### src/rtl/fifo_pkg.sv
// Shared types and helpers for the single-clock FIFO family.
package fifo_pkg;

  typedef enum logic {FIFO_STD, FIFO_FWFT} fifo_mode_e;

  function automatic int cnt_w(input int depth);
    return depth + 1;
  endfunction

endpackage

### src/rtl/fifo_mem.sv
// Simple dual-port RAM with one sync write port and a read port whose style
// (combinational for FWFT, registered-with-enable for STD) follows MODE.
module fifo_mem
  import fifo_pkg::*;
#(
  parameter int         WIDTH = 8,
  parameter int         DEPTH = 3,
  parameter fifo_mode_e MODE  = FIFO_STD
) (
  input  logic             clk_i,
  input  logic             rst_ni,
  input  logic             we_i,
  input  logic [DEPTH-1:0] waddr_i,
  input  logic [WIDTH-1:0] wdata_i,
  input  logic             re_i,
  input  logic [DEPTH-1:0] raddr_i,
  output logic [WIDTH-1:0] rdata_o
);

  logic [WIDTH-1:0] mem_q [2**DEPTH];

  // Storage is intentionally not reset; occupancy is tracked by the control logic.
  always_ff @(posedge clk_i) begin
    if (we_i) mem_q[waddr_i] <= wdata_i;
  end

  if (MODE == FIFO_FWFT) begin : g_fwft
    logic unused_rd;
    assign unused_rd = ^{re_i, rst_ni};
    assign rdata_o   = mem_q[raddr_i];
  end else begin : g_std
    logic [WIDTH-1:0] rdata_q;
    always_ff @(posedge clk_i or negedge rst_ni) begin
      if (!rst_ni)   rdata_q <= '0;
      else if (re_i) rdata_q <= mem_q[raddr_i];
    end
    assign rdata_o = rdata_q;
  end

endmodule

### src/rtl/fifo_sync_flags.sv
// Single-clock FIFO with exact fill count, almost-full/empty flags and
// sticky overflow/underflow errors; STD or FWFT read behaviour.
module fifo_sync_flags
  import fifo_pkg::*;
#(
  parameter int         WIDTH     = 8,
  parameter int         DEPTH     = 3,
  parameter fifo_mode_e MODE      = FIFO_STD,
  parameter int         AF_THRESH = 2**DEPTH - 2,
  parameter int         AE_THRESH = 1
) (
  input  logic             i_clk,
  input  logic             i_rst_n,
  input  logic             i_WR_En,
  input  logic [WIDTH-1:0] i_WR_Data,
  output logic             o_Full,
  output logic             o_Almost_Full,
  input  logic             i_RD_En,
  output logic [WIDTH-1:0] o_RD_Data,
  output logic             o_Empty,
  output logic             o_Almost_Empty,
  output logic [DEPTH:0]   o_Count,
  output logic             o_Overflow,
  output logic             o_Underflow,
  input  logic             i_Clr_Err
);

  localparam int            CW     = cnt_w(DEPTH);
  localparam logic [CW-1:0] FULL_C = CW'(2**DEPTH);
  localparam logic [CW-1:0] AF_C   = CW'(AF_THRESH);
  localparam logic [CW-1:0] AE_C   = CW'(AE_THRESH);

  if (DEPTH < 1 || AE_THRESH < 1 || AE_THRESH >= AF_THRESH || AF_THRESH > 2**DEPTH)
  begin : g_bad_params
    $error("fifo_sync_flags: illegal DEPTH/AE_THRESH/AF_THRESH combination");
  end

  logic [DEPTH-1:0] wr_ptr_q, wr_ptr_d, rd_ptr_q, rd_ptr_d;
  logic [CW-1:0]    count_q, count_d;
  logic             full_q, empty_q, af_q, ae_q, ovf_q, udf_q;
  logic             ovf_d, udf_d;
  logic             wr_acc, rd_acc;
  logic [WIDTH-1:0] mem_rdata;

  // Full/empty gate acceptance regardless of a simultaneous opposite request.
  assign wr_acc = i_WR_En & ~full_q;
  assign rd_acc = i_RD_En & ~empty_q;

  always_comb begin
    wr_ptr_d = wr_ptr_q;
    rd_ptr_d = rd_ptr_q;
    count_d  = count_q;
    if (wr_acc) wr_ptr_d = wr_ptr_q + 1'b1;
    if (rd_acc) rd_ptr_d = rd_ptr_q + 1'b1;
    case ({wr_acc, rd_acc})
      2'b10:   count_d = count_q + CW'(1);
      2'b01:   count_d = count_q - CW'(1);
      default: count_d = count_q;
    endcase
  end

  // A new error event outranks a clear issued in the same cycle.
  always_comb begin
    ovf_d = ovf_q;
    udf_d = udf_q;
    if (i_Clr_Err) begin
      ovf_d = 1'b0;
      udf_d = 1'b0;
    end
    if (i_WR_En && full_q)  ovf_d = 1'b1;
    if (i_RD_En && empty_q) udf_d = 1'b1;
  end

  always_ff @(posedge i_clk or negedge i_rst_n) begin
    if (!i_rst_n) begin
      wr_ptr_q <= '0;
      rd_ptr_q <= '0;
      count_q  <= '0;
      full_q   <= 1'b0;
      empty_q  <= 1'b1;
      af_q     <= 1'b0;
      ae_q     <= 1'b1;
      ovf_q    <= 1'b0;
      udf_q    <= 1'b0;
    end else begin
      wr_ptr_q <= wr_ptr_d;
      rd_ptr_q <= rd_ptr_d;
      count_q  <= count_d;
      full_q   <= (count_d == FULL_C);
      empty_q  <= (count_d == '0);
      af_q     <= (count_d >= AF_C);
      ae_q     <= (count_d <= AE_C);
      ovf_q    <= ovf_d;
      udf_q    <= udf_d;
    end
  end

  fifo_mem #(
    .WIDTH (WIDTH),
    .DEPTH (DEPTH),
    .MODE  (MODE)
  ) u_mem (
    .clk_i   (i_clk),
    .rst_ni  (i_rst_n),
    .we_i    (wr_acc),
    .waddr_i (wr_ptr_q),
    .wdata_i (i_WR_Data),
    .re_i    (rd_acc),
    .raddr_i (rd_ptr_q),
    .rdata_o (mem_rdata)
  );

  // FWFT exposes stale RAM while empty; force zero so reset reads back clean.
  assign o_RD_Data      = (MODE == FIFO_FWFT && empty_q) ? '0 : mem_rdata;
  assign o_Full         = full_q;
  assign o_Almost_Full  = af_q;
  assign o_Empty        = empty_q;
  assign o_Almost_Empty = ae_q;
  assign o_Count        = count_q;
  assign o_Overflow     = ovf_q;
  assign o_Underflow    = udf_q;

endmodule

### config.mk
export PLATFORM = sky130hd
export DESIGN_NAME = fifo_sync_flags
export DESIGN_NICKNAME = d
export VERILOG_FILES = /design/src/rtl/fifo_pkg.sv /design/src/rtl/fifo_mem.sv /design/src/rtl/fifo_sync_flags.sv
export SDC_FILE = /design/constraint.sdc
export NUM_CORES = 1
export LEC_CHECK = 0
export ABC_AREA = 1
export ABC_CLOCK_PERIOD_IN_PS = 2900
export BUFFER_PORTS_ARGS = -buffer_cell sky130_fd_sc_hd__buf_2
export CAP_MARGIN = 5
export CORE_MARGIN = 4
export CORE_UTILIZATION = 54
export CTS_BUF_LIST = sky130_fd_sc_hd__clkbuf_8
export CTS_CLUSTER_DIAMETER = 60
export DETAILED_ROUTE_END_ITERATION = 12
export HOLD_SLACK_MARGIN = 0.1
export PLACE_DENSITY = 0.84
export SLEW_MARGIN = 0
export SYNTH_ARGS = -nofsm -noshare
export SYNTH_HDL_FRONTEND = slang
export SYNTH_SLANG_ARGS = --single-unit
### constraint.sdc
create_clock -name i_clk -period 2.9 [get_ports i_clk]
set_clock_uncertainty 0.2 [all_clocks]
set_input_delay 0.58 -clock i_clk [delete_from_list [all_inputs] [get_ports i_clk]]
set_output_delay 0.58 -clock i_clk [all_outputs]
set_load 0.02 [all_outputs]
==> metrics.md <==
| Metric | Value |
|---|---|
| Gr ovfl total | 0 |
| Crit path kind | reg2reg |
| WP data arrival | approximately 1.9 ns |
| Setup-failing EPs final | 0 |
| CTS tree | done |
| Maxcap violations | 0 |
| Vias | around 2,300 |
| Die Height | roughly 90 microns |
| Cell taking the most area after synthesis | edfxtp_1 |
| Kind of end point of the critical path | register |
| Resize count post-CTS | 0 |
| IO Pins | 31 |
| GPL Wtd Cong | slightly below 0.9 |
| Max Clk Rate | 0.475 GHz |
| Area grow syn2layout | 12.7% |
| Register cell area after layout | approximately 2500 sq um |
| Worst slew pin tran | 0.719 ns |
| Max-slew violations | 0 |
| Post-synth top area share | between 50% and 60% |
| Hold Violations, Final | 0 |
| # diodes | 0 |
| HP Class | in2reg |
| Dpl hpwl | between 4 and 5 mm |
| Worst endpoint required time | between 2 and 3 ns |
| Startpoint Class | register |
| WL/cell | around 17 microns |
| Clock Path Buffers | 2 |
| Largest net degree at the start of global routing | 36 |
| Final setup margin | 0.795 ns |
| Synth cell types | 29 |
| Area of the multi-input gates | approximately 970 sq um |
| Final setup TNS | 0 ns |
| Routed wire length | 7.18 mm |
| Nets | around 350 |
| Pwr Density | 1060 nW/um^2 |
| Syn_area_per_cell | 12.3 sq um |
| Maximum resistive drop on vdd | around 440 uV |
| RSZ-0062 raised after global routing | false |
| Pre-CTS setup slack | between 0.5 and 0.6 ns |
| Sequential area share after synthesis | 70.1% |
| First-pass GRT wire length | 11.3 mm |
| First DRT Iteration DRCs | around 230 |
| Die width | between 80 and 90 microns |
| Most frequent cells in the layout | edfxtp_1 (64), nor2_1 (44), nand2_1 (42) |
| CTS H-tree depth | 3 |
| Syn nets | just over 300 |
| IO Port Bufs | 30 |
| Yosys warns | 0 |
| Max FO, Critical Path | 8 |
| Leak | 1.59 nW |
| Register bit count reported by yosys | around 90 |
| DRC | 0 |
| Clock-pin slew on the worst setup and hold paths | ~0.090 ns |
| Total track usage | about 20% |
| Worst R2R Setup Slack | slightly below 0.8 ns |
| Period Utilization, post-route | roughly 73% |
| Commonest non-fill, non-tap cell in the layout | edfxtp_1 |
| Synthesized area | around 3600 sq um |
| Die area | about 8000 sq um |
| CTS root buf | clkbuf_8 |
| CTS Buf Count | 9 |
| Initial antenna violation count | 0 |
| Vias per cell | 5.63 |
| Core Rows | 29 |
| Minimum clock period | approximately 2.1 ns |
| Slew margin rel. | 51.9% |
| Post-Syn Instances | 294 |
| Clock Sinks | about 90 |
| Status | finished clean |
| Synth area leaders | edfxtp_1 (53%), dfrtp_1 (15%), nor2_1 (4.6%), nand2_1 (4.4%), o221ai_1 (3.2%) |
| Layout cells sized above 1 | ~22% |
| Layout fillers | between 500 and 600 |
| Starting Density | a little under three fifths |
| Pwr Total | about 0.0043 W |
| Worst skew pair latency | ~0.36 ns |
| Core Area | about 6400 sq um |
| Vias in the first global route | approximately 2,300 |
| Detail Route Antenna Nets | 0 |
| Drt pass-1 iters | 4 |
[cell families (layout without fill, tap and decap cells)]
kind of cell | after synthesis | after routing | synth area share [%]
buffers and inverters | 27 | 69 | 3.09
AO/OA/AOI/OAI | 58 | 58 | 9.83
XOR/XNOR | 6 | 6 | 1.67
adder cells (fa/ha/maj) | 4 | 4 | 1.39
flip-flops | 88 | 88 | 70.1
AND/OR/NAND/NOR | 111 | 111 | 14.0
[synthesized netlist by cell type]
library cell / count
dfstp_2: 2
nand3b_1: 1
xor2_2: 1
nand3_2: 3
o211ai_1: 3
nor2_8: 1
nand2_1: 42
o221ai_1: 13
nand3_1: 10
edfxtp_1: 64
o21ai_1: 19
xor2_1: 3
nor2_2: 1
buf_2: 8
a21oi_1: 1
nand2_2: 5
o21ai_2: 1
o22ai_1: 3
clkbuf_1: 1
xnor2_1: 2
nand2_4: 2
inv_1: 12
buf_1: 1
o21ai_0: 18
ha_1: 4
nor2_1: 44
dfrtp_1: 22
inv_2: 5
or2_2: 2
[state kept, by name (all words and copies together) (netlist names)]
register and cells:
o_Overflow 1, o_Almost_Empty 1, u_mem.rdata_o 8, o_Empty 1, wr_ptr_q 3, o_Count 4, o_Underflow 1, o_Almost_Full 1
u_mem.mem_q 64, rd_ptr_q 3, o_Full 1
[per-layer routing]
metal,track usage (%),part of all wire [%]
met5,0,0
met4,7.17,2.4
met3,7.12,6.6
met2,32.5,50
met1,23.6,41
[report_power, final]
group          switching [W]  leakage (nW)  internal (W)
clock network       0.000476         0.108      0.000418
logic                0.00107         0.614      0.000507
registers           0.000178         0.870       0.00165
total                0.00173          1.59       0.00258
[worst paths after layout]
path,from,end,depth (start not counted)
setup reg to reg,o_Full$_DFF_PN0_,u_mem.mem_q[2][2]$_DFFE_PP_,4
hold reg to reg,u_mem.rdata_o[3]$_DFFE_PN0P_,u_mem.rdata_o[3]$_DFFE_PN0P_,2
min in group asynchronous,i_rst_n,wr_ptr_q[0]$_DFFE_PN0P_,2
setup / recovery,o_Full$_DFF_PN0_,u_mem.mem_q[2][2]$_DFFE_PP_,4
max in group asynchronous,i_rst_n,o_Almost_Empty$_DFF_PN1_,2
hold / removal,i_Clr_Err,o_Underflow$_DFFE_PN0P_,2
[area by class of cell]
class / instances / share of cell area [%]
Sequential cell: 88 / 62.2
Multi-Input combinational cell: 179 / 23.8
Timing Repair Buffer: 36 / 4.87
Clock buffer: 9 / 3.05
Tap cell: 77 / 2.37
Clock inverter: 7 / 2.16
Inverter: 17 / 1.57
[worst max-delay path, cell delays in order, from the launching register on]
cell	delay, ns
dfrtp_1	0.40
inv_1	0.08
nand2_2	0.14
or2_2	0.36
nor2_1	0.57
[metrics by stage]
stage                     hold slack (ns)  std cells  util, %  area (sq um)
after floorplan                    0.0844        294        -          3600
final                               0.217        413     63.2          4060
after global placement              0.259        396     59.8          3840
after global routing                0.200        413     63.2          4060
after CTS                           0.196        413     63.2          4060
after detailed placement            0.262        396     59.8          3840
[timing repair]
action | in CTS | in global routing
hold endpoints to repair | 22 | 0
hold buffers | 1 | 0
buffers inserted | 0 | 0
setup endpoints to repair | 0 | 0
Power figures use the tool's default switching activity.
